<file path="src/rtl/ui_io_helpers.sv">
// ---------------------------------------------------------------------------
// ui_io_helpers
//   Small board-I/O helpers shared by the filter UI and the kernel datapath.
//
//   bin2hex7seg    : nibble -> active-low 7-segment pattern (combinational)
//   button_input   : one push-button channel, 2-flop synchronizer plus a
//                    one-cycle pulse on each press (falling edge of key_n)
//   round_to_8_bit : signed PRECISION-bit value -> unsigned 8-bit, saturating
//   ui_io_helpers  : top, one button_input per key plus one of each
//                    combinational helper
//
// Top ports:
//   clk      in   system clock (VGA clock domain)
//   reset    in   asynchronous, active-high reset
//   key_n    in   [N_KEYS]    raw push buttons, active-low, asynchronous
//   pressed  out  [N_KEYS]    one-cycle press pulse per key
//   hex_val  in   [4]         nibble to display
//   hex_seg  out  [7]         active-low segments, bit0=a .. bit5=f, bit6=g
//   sat_in   in   [PRECISION] signed two's-complement value
//   sat_out  out  [8]         unsigned saturated result
// ---------------------------------------------------------------------------

// ---------------------------------------------------------------------------
// bin2hex7seg: hex_val -> hex_seg, active-low, pattern listed g..a.
// Blank (1111111) and minus (0111111) are produced by callers, not here.
// ---------------------------------------------------------------------------
module bin2hex7seg (
    input  logic [3:0] hex_val,
    output logic [6:0] hex_seg
);
    always_comb begin
        hex_seg = 7'b1111111;
        case (hex_val)
            4'h0: hex_seg = 7'b1000000;
            4'h1: hex_seg = 7'b1111001;
            4'h2: hex_seg = 7'b0100100;
            4'h3: hex_seg = 7'b0110000;
            4'h4: hex_seg = 7'b0011001;
            4'h5: hex_seg = 7'b0010010;
            4'h6: hex_seg = 7'b0000010;
            4'h7: hex_seg = 7'b1111000;
            4'h8: hex_seg = 7'b0000000;
            4'h9: hex_seg = 7'b0010000;
            4'hA: hex_seg = 7'b0001000;
            4'hB: hex_seg = 7'b0000011;
            4'hC: hex_seg = 7'b1000110;
            4'hD: hex_seg = 7'b0100001;
            4'hE: hex_seg = 7'b0000110;
            4'hF: hex_seg = 7'b0001110;
            default: hex_seg = 7'b1111111;
        endcase
    end
endmodule

// ---------------------------------------------------------------------------
// button_input: one key channel.
//   clk, reset : clock, async active-high reset
//   key_n      : raw active-low button (asynchronous)
//   pressed    : one-cycle pulse when the synchronized level falls
// Reset parks the history at "released" so a key held through reset still
// yields exactly one pulse once reset is removed.
// ---------------------------------------------------------------------------
module button_input (
    input  logic clk,
    input  logic reset,
    input  logic key_n,
    output logic pressed
);
    logic sync1;
    logic sync2;
    logic prev;

    always_ff @(posedge clk or posedge reset) begin
        if (reset) begin
            sync1   <= 1'b1;
            sync2   <= 1'b1;
            prev    <= 1'b1;
            pressed <= 1'b0;
        end else begin
            // synchronizer stage, then edge-history stage
            sync1   <= key_n;
            sync2   <= sync1;
            prev    <= sync2;
            // pulse on the 1 -> 0 transition of the synchronized level
            pressed <= prev & ~sync2;
        end
    end
endmodule

// ---------------------------------------------------------------------------
// round_to_8_bit: clamp a signed PRECISION-bit value into 0..255.
//   sat_in  : signed input (callers pre-shift away fractional bits)
//   sat_out : unsigned 8-bit result
// The upper-limit test is a signed compare so that PRECISION = 9 (where no
// positive value exceeds 255) needs no special casing.
// ---------------------------------------------------------------------------
module round_to_8_bit #(
    parameter int PRECISION = 16
) (
    input  logic signed [PRECISION-1:0] sat_in,
    output logic        [7:0]           sat_out
);
    localparam logic signed [PRECISION-1:0] MAX8 = PRECISION'(255);

    function automatic logic [7:0] sat8(input logic signed [PRECISION-1:0] v);
        if (v[PRECISION-1])
            return 8'd0;
        else if (v > MAX8)
            return 8'hFF;
        else
            return v[7:0];
    endfunction

    always_comb begin
        sat_out = sat8(sat_in);
    end
endmodule

// ---------------------------------------------------------------------------
// ui_io_helpers: top-level bundle.
// ---------------------------------------------------------------------------
module ui_io_helpers #(
    parameter int PRECISION = 16,
    parameter int N_KEYS    = 2
) (
    input  logic                        clk,
    input  logic                        reset,
    input  logic        [N_KEYS-1:0]    key_n,
    output logic        [N_KEYS-1:0]    pressed,
    input  logic        [3:0]           hex_val,
    output logic        [6:0]           hex_seg,
    input  logic signed [PRECISION-1:0] sat_in,
    output logic        [7:0]           sat_out
);
    for (genvar k = 0; k < N_KEYS; k++) begin : g_key
        button_input u_btn (
            .clk     (clk),
            .reset   (reset),
            .key_n   (key_n[k]),
            .pressed (pressed[k])
        );
    end

    bin2hex7seg u_hex (
        .hex_val (hex_val),
        .hex_seg (hex_seg)
    );

    round_to_8_bit #(
        .PRECISION (PRECISION)
    ) u_sat (
        .sat_in  (sat_in),
        .sat_out (sat_out)
    );
endmodule

</file>
<file path="config.mk">
export PLATFORM = sky130hd
export DESIGN_NAME = ui_io_helpers
export DESIGN_NICKNAME = d
export VERILOG_FILES = /design/src/rtl/ui_io_helpers.sv
export SDC_FILE = /design/constraint.sdc
export NUM_CORES = 1
export LEC_CHECK = 0
export CAP_MARGIN = 20
export CORE_MARGIN = 2
export CORE_UTILIZATION = 35
export CTS_BUF_LIST = sky130_fd_sc_hd__clkbuf_4
export DETAILED_ROUTE_END_ITERATION = 8
export MAX_ROUTING_LAYER = met4
export PLACE_DENSITY = 0.8
export SETUP_SLACK_MARGIN = 0.1
export SYNTH_ARGS = -nofsm -noshare
export SYNTH_HDL_FRONTEND = slang
export SYNTH_SLANG_ARGS = --single-unit
</file>
<file path="constraint.sdc">
create_clock -name clk -period 2.3 [get_ports clk]
set_input_delay 0.575 -clock clk [delete_from_list [all_inputs] [get_ports clk]]
set_output_delay 0.575 -clock clk [all_outputs]
set_load 0.05 [all_outputs]
</file>
==> results of run 1 <==
==> metrics by stage <==
stage / setup slack (ps) / cells / utilization / setup TNS (ps)
finish: -120 / 133 / 0.881 / -879
floorplan: -52.3 / 63 / - / -418
global placement: -432 / 126 / 0.725 / -5040
detailed placement: -471 / 126 / 0.725 / -5760
CTS: -179 / 133 / 0.873 / -1390
global route: -165 / 133 / 0.881 / -1230
==> worst max-delay path: cells and delay by family <==
family,cells,cell delay (ps)
simple gates,2,720
buf+inv,3,470
compound gates,1,80
==> state kept, by name, indices dropped and copies added (netlist names) <==
name	flops
g_key.u_btn.pressed	2
g_key.u_btn.prev	2
g_key.u_btn.sync1	2
g_key.u_btn.sync2	2
==> cells in the final DEF (no fill, tap or decap) <==
cell type        count
a21oi_2              7
a21oi_4              2
a22o_1               2
a32o_2               1
buf_12               6
buf_2                2
buf_4               12
buf_6               14
buf_8                2
clkbuf_2             1
clkbuf_4             3
clkdlybuf4s15_1      1
clkdlybuf4s50_1     17
clkinv_8             1
dfrtp_1              2
dfstp_2              6
dlygate4sd2_1        1
ha_1                 1
ha_2                 1
ha_4                 4
inv_1                9
inv_2                1
inv_6                1
mux2_2               1
mux2i_1              3
mux2i_2              1
mux4_2               1
nand2_1              1
nor2_1               3
nor2_2               2
nor2b_1              3
nor4_4               1
o21ai_2              1
o21ai_4              1
or3b_4               1
or4_4                1
==> area by class of cell <==
class                      instances  area [µm²]
clock buffer                       3        22.5
fill                              70         184
inverter                          12        62.6
multi-input combinational         38         443
sequential                         8         208
tap                               16        20.0
timing repair buffer              56         602
==> final timing paths <==
check	start	end	slack, ps	cells past startpoint
min in group asynchronous	reset	g_key[0].u_btn.pressed$_DFF_PP0_	560	2
hold / removal	g_key[1].u_btn.sync1$_DFF_PP1_	g_key[1].u_btn.sync2$_DFF_PP1_	350	0
setup reg to reg	g_key[1].u_btn.prev$_DFF_PP1_	g_key[1].u_btn.pressed$_DFF_PP0_	1570	1
max in group asynchronous	reset	g_key[0].u_btn.sync1$_DFF_PP1_	1470	2
setup / recovery	sat_in[9]	sat_out[2]	-120	6
hold reg to reg	g_key[1].u_btn.sync1$_DFF_PP1_	g_key[1].u_btn.sync2$_DFF_PP1_	350	0
==> kinds of logic (layout without fill, tap and decap cells) <==
| kind of cell | count (synthesis) | count (layout) | share of synthesized area |
|---|---|---|---|
| adder cells (fa/ha/maj) | 6 | 6 | 0.126 |
| flip-flops | 8 | 8 | 0.349 |
| buffers and inverters | 17 | 71 | 0.122 |
| AO/OA/AOI/OAI | 14 | 14 | 0.139 |
| multiplexers | 6 | 6 | 0.124 |
| AND/OR/NAND/NOR | 12 | 12 | 0.139 |
==> repair_timing <==
item | CTS | global route
endpoints found under the setup margin | 15 | 14
cloned | 0 | 0
buffers inserted | 4 | 0
gates resized for setup | 72 | 7
pin swaps | 13 | 2
==> power by group through the flow <==
stage	Sequential, mW	Combinational [mW]	Clock (mW)
final	0.155	0.293	0.101
after global routing	0.155	0.304	0.116
after CTS	0.155	0.282	0.106
after detailed placement	0.157	0.247	0
after global placement	0.156	0.242	0
after floorplan	0.156	0.127	0
==> metal layers <==
| metal | wire, µm | GRT usage | part of all wire |
|---|---|---|---|
| met4 | 30 | 0.0529 | 0.013 |
| met2 | 1240 | 0.451 | 0.53 |
| met3 | 189 | 0.0680 | 0.080 |
| met1 | 887 | 0.230 | 0.38 |
| met5 | 0 | - | 0 |
==> results.sh, run 1 <==
export IMPL_route_detailed_drc=0
export IMPL_synth_cells=63
export IMPL_crit_path_end_kind="output pin"
export IMPL_clockBufferDepth=2
export IMPL_synthToLayoutAreaGrowth_pct=128
export IMPL_avgSynthCellArea_um2=9.43
export IMPL_violations="setup timing"
export IMPL_synth_seq_cells=8
export IMPL_synth_common_cells="inv_1, a21oi_1, dfstp_2, ha_1, nor2_1"
export IMPL_slew_headroom=0.649
export IMPL_status="finished with violations"
export IMPL_comb_power_share=0.534
export IMPL_post_drt_wl_per_cell_um=17.7
export IMPL_die_width_um=45.2
export IMPL_fp_dieH_um=45.2
export IMPL_synthTopCellsByArea="dfstp_2, ha_1, dfrtp_1"
export IMPL_io_buffer_count=40
export IMPL_tightest_slew_ps=525
export IMPL_grt_pass1_wl_um=3230
export IMPL_synth_edff_count=0
export IMPL_hold_viol=0
export IMPL_worstPathRequired_ps=1730
export IMPL_syn_nets=93
export IMPL_p_sw_frac=0.361
export IMPL_crit_slowest_cell="or4_4"
export IMPL_p_leak_nw=0.613
export IMPL_yosysUniqueCellTypes=21
export IMPL_worstSkewPairLatency_ps=250
export IMPL_gp_congestion=0.851
export IMPL_min_period_over_period=1.05
export IMPL_min_period_ps=2420
export IMPL_async_reset_ff_frac=1.00
export IMPL_design_area_um2=1360
export IMPL_clock_sinks=8
export IMPL_power_switching_uw=198
export IMPL_placed_cell_area_um2=1120
export IMPL_cts_buffers=3
export IMPL_path_cells="buf_6 -> or4_4 -> nor4_4 -> buf_6 -> a21oi_2 -> buf_6"
export IMPL_cts_tree="yes"
export IMPL_slew_viol_final=0
export IMPL_setup_slack_ps=-120
export IMPL_post_synth_top_area_fraction=0.265
export IMPL_crit_fanout=8
export IMPL_core_area_um2=1540
export IMPL_clkPwrFrac=0.184
export IMPL_grt_max_degree=9
export IMPL_start_kind="primary input"
export IMPL_synth_area_um2=594
export IMPL_nets=149
export IMPL_powerDensity_nw_per_um2=404
export IMPL_vias=660
export IMPL_criticalPathCategory="in -> out"
export IMPL_initial_core_util=0.386
export IMPL_root_buffer="clkbuf_4"
export IMPL_rsz0062_at_grt="true"
export IMPL_power_uw=549
export IMPL_hold_buffers=0
export IMPL_die_area_um2=2040
export IMPL_seqPwrFrac=0.283
export IMPL_ys_warn_count=0
export IMPL_peakVddDrop_uv=413
export IMPL_worstPathArrival_ps=1850
export IMPL_yosysSeqAreaShare=0.349
export IMPL_overflow=0
export IMPL_setup_viol=8
export IMPL_finClkSkew_ps=5.04
export IMPL_first_pass_iters=1
export IMPL_wl_um=2350
export IMPL_fmax_mhz=413
export IMPL_htreeDepth=1
export IMPL_row_count=14
export IMPL_ant_nets=0
export IMPL_antenna_cells=0
export IMPL_hp_class="reg -> reg"
export IMPL_clkTransAtPathRegs_ps=50
export IMPL_grt_total_usage=0.236
export IMPL_ioPinCount=41
export IMPL_internal_power_uw=350
export IMPL_vias_per_cell=4.96
export IMPL_path_common_cell="buf_6"
export IMPL_cp_slowest_stage_delay_ps=550
export IMPL_grt_pass1_vias=710
export IMPL_dpl_hpwl_um=1470
export IMPL_antenna_found_initial=0
export IMPL_synthFlopType="dfstp_2"
export IMPL_yosysMostFrequentCell="inv_1"
export IMPL_yosysTopAreaCell="dfstp_2"
export IMPL_hold_ws_ps=347
export IMPL_cap_violations=0
export IMPL_first_iter_violations=0
export IMPL_drive_above_1_share=0.632
Note: power is estimated with default switching activity, not from simulation.
==> run 2: changes to the inputs <==
- PLACE_DENSITY: 0.8 -> 0.78
- SYNTH_HIERARCHICAL: unset -> 1
==> run 2 against run 1 <==
Final cell count increased by 9.0%. Synthesized cell count increased by 1.6%. Setup slack improved by 130 ps. The run now ends clean. Critical endpoint is now hex_seg[0]. Sequential share of layout area rose by 0.48 points. Largest cell class unchanged. Clock skew fell by 3.6 ps. Maximum frequency rose by 5.8%. Total power up 2.6%. Global-route usage down 3.8 points. Non-clock buffer count stayed put.
==> results.sh, run 2 <==
export IMPL_ff2ff_setup_slack_ps=1610
export IMPL_synth_common_cells="nor2_1, a31oi_1, ha_1, dfstp_2, inv_1"
export IMPL_min_period_ps=2290
export IMPL_routed_wl_met2_um=1030
export IMPL_overflow=0
export IMPL_seqPwrFrac=0.276
export IMPL_grt_pass1_vias=699
export IMPL_p_leak_nw=0.594
export IMPL_dp_cells=140
export IMPL_avgSynthCellArea_um2=9.87
export IMPL_mostFrequentLayoutCell="buf_4"
export IMPL_synth_area_um2=632
export IMPL_clock_sinks=8
export IMPL_die_width_um=46.5
export IMPL_post_drt_wl_per_cell_um=13.5
export IMPL_vias_per_cell=4.79
export IMPL_power_switching_uw=200
export IMPL_synthFlopType="dfstp_2"
export IMPL_cts_tree="yes"
export IMPL_clkPwrFrac=0.228
export IMPL_drive_above_1_share=0.525
export IMPL_synthTopCellsByArea="dfstp_2, ha_1, nor2_1"
export IMPL_nets=152
export IMPL_vias=694
export IMPL_antenna_found_initial=0
export IMPL_clkTransAtPathRegs_ps=60
export IMPL_initial_core_util=0.370
export IMPL_top_layer_used="met4"
export IMPL_met3_length_um=195
export IMPL_slew_viol_final=0
export IMPL_fmax_mhz=437
export IMPL_synth_cells=64
export IMPL_antenna_cells=0
export IMPL_route_detailed_drc=0
export IMPL_cp_slowest_stage_delay_ps=390
export IMPL_yosysTopAreaCell="dfstp_2"
export IMPL_grt_total_usage=0.198
export IMPL_p_sw_frac=0.355
export IMPL_cp_num_buf_inv=3
export IMPL_path_cells="buf_8 -> inv_8 -> ha_4 -> and2b_2 -> or3b_1 -> o21ai_2 -> buf_12"
export IMPL_min_period_over_period=0.995
export IMPL_finClkSkew_ps=1.43
export IMPL_ant_nets=0
export IMPL_gp_congestion=0.799
export IMPL_syn_nets=95
export IMPL_rsz0062_at_grt="true"
export IMPL_stdcell_count=145
export IMPL_synthToLayoutAreaGrowth_pct=108
export IMPL_crit_fanout=3
export IMPL_htreeDepth=1
export IMPL_yosysMostFrequentCell="nor2_1"
export IMPL_cap_violations=0
export IMPL_wl_met1_um=712
export IMPL_first_pass_iters=4
export IMPL_yosysUniqueCellTypes=22
export IMPL_hp_class="reg -> reg"
export IMPL_wl_um=1960
export IMPL_crit_slowest_cell="or3b_1"
export IMPL_post_synth_top_area_fraction=0.250
export IMPL_hold_buffers=0
export IMPL_grt_max_degree=9
export IMPL_start_kind="primary input"
export IMPL_cts_buffers=3
export IMPL_core_area_um2=1710
export IMPL_tightest_slew_ps=494
export IMPL_setup_viol=0
export IMPL_final_util=0.771
export IMPL_final_cell_mix="buf_4, clkdlybuf4s50_1, nor2_1"
export IMPL_worstPathRequired_ps=1730
export IMPL_comb_power_share=0.496
export IMPL_grt_pass1_wl_um=2880
export IMPL_fp_dieH_um=46.5
export IMPL_ioPinCount=41
export IMPL_cp_top_family="simple AND/OR/NAND/NOR gates"
export IMPL_setup_tns_ps=0
export IMPL_status="complete, no violations"
export IMPL_worstSkewPairLatency_ps=250
export IMPL_crit_path_end_kind="output pin"
export IMPL_synth_edff_count=0
export IMPL_io_buffer_count=40
export IMPL_criticalPathCategory="in -> out"
export IMPL_powerDensity_nw_per_um2=428
export IMPL_post_place_ws_ps=-555
export IMPL_dpl_hpwl_um=1490
export IMPL_peakVddDrop_uv=416
export IMPL_row_count=15
export IMPL_die_area_um2=2160
export IMPL_clockBufferDepth=2
export IMPL_setup_slack_ps=11.8
export IMPL_power_uw=563
export IMPL_internal_power_uw=363
export IMPL_root_buffer="clkbuf_4"
export IMPL_async_reset_ff_frac=1.00
export IMPL_ys_warn_count=6
export IMPL_worstPathArrival_ps=1710
export IMPL_first_iter_violations=4
export IMPL_synth_seq_cells=8
export IMPL_slew_headroom=0.670
export IMPL_yosysSeqAreaShare=0.329
export IMPL_hold_viol=0
run 2: cell count changes in the layout (fill, tap and decap cells not counted), sizes merged, moves of 3 or more:
| cell | change |
|---|---|
| inv | -6 |
| buf | -3 |
| dlygate4sd2 | +5 |
| a31oi | +8 |
| nor2 | +9 |
| a21oi | -8 |
run 2: routing by layer:
metal,track usage,vias up
li1,-,335
met1,0.189,316
met2,0.358,41
met3,0.0549,2
met4,0.0971,0
met5,-,-
run 2: path summary, 6_finish.rpt:
check | start | end | cells after the start
worst max-delay path | hex_val[1] | hex_seg[0] | 7
worst min-delay path | g_key[1].u_btn/sync1$_DFF_PP1_ | g_key[1].u_btn/sync2$_DFF_PP1_ | 0
worst max register to register | g_key[0].u_btn/prev$_DFF_PP1_ | g_key[0].u_btn/pressed$_DFF_PP0_ | 1
worst min register to register | g_key[1].u_btn/sync1$_DFF_PP1_ | g_key[1].u_btn/sync2$_DFF_PP1_ | 0
max in group asynchronous | reset | g_key[0].u_btn/sync2$_DFF_PP1_ | 2
min in group asynchronous | reset | g_key[1].u_btn/pressed$_DFF_PP0_ | 2
run 2: repair_timing:
item / 4_1_cts / 5_1_grt
pin swaps: 2 / 3
gates resized for setup: 43 / 7
setup endpoints to repair: 15 / 14
setup buffers: 1 / 0
run 2: per-stage QoR:
| stage | area (µm²) | hold WS [ps] |
|---|---|---|
| after global routing | 1320 | 361 |
| after global placement | 1190 | 346 |
| final | 1320 | 355 |
| after detailed placement | 1190 | 347 |
| after CTS | 1300 | 355 |
| after floorplan | 642 | 339 |
run 2: logic make-up after synthesis:
kind of cell | after synthesis | synth area share
adder cells (fa/ha/maj) | 7 | 0.139
buffers and inverters | 9 | 0.0693
AND/OR/NAND/NOR | 20 | 0.194
multiplexers | 6 | 0.123
flip-flops | 8 | 0.329
AO/OA/AOI/OAI | 14 | 0.147
run 2: layout make-up:
type,instances,area (µm²)
clock buffers,4,30.0
fillers,113,392
inverters,5,31.3
multi-input cells,47,444
flip-flops and latches,8,208
well taps,25,31.3
repair buffers,56,572
run 2: power by group through the flow:
stage | Clock (mW) | Combinational [mW] | Sequential [mW]
2_1_floorplan | 0 | 0.124 | 0.164
3_3_place_gp | 0 | 0.252 | 0.157
3_5_place_dp | 0 | 0.257 | 0.158
4_1_cts | 0.135 | 0.273 | 0.156
5_1_grt | 0.140 | 0.293 | 0.156
6_report | 0.128 | 0.279 | 0.155
==> run 3: changes to the inputs <==
- CTS_CLUSTER_SIZE: unset -> 25
==> results of run 3 <==
Same layout as run 2: the final DEF is identical, and so are final timing and power.
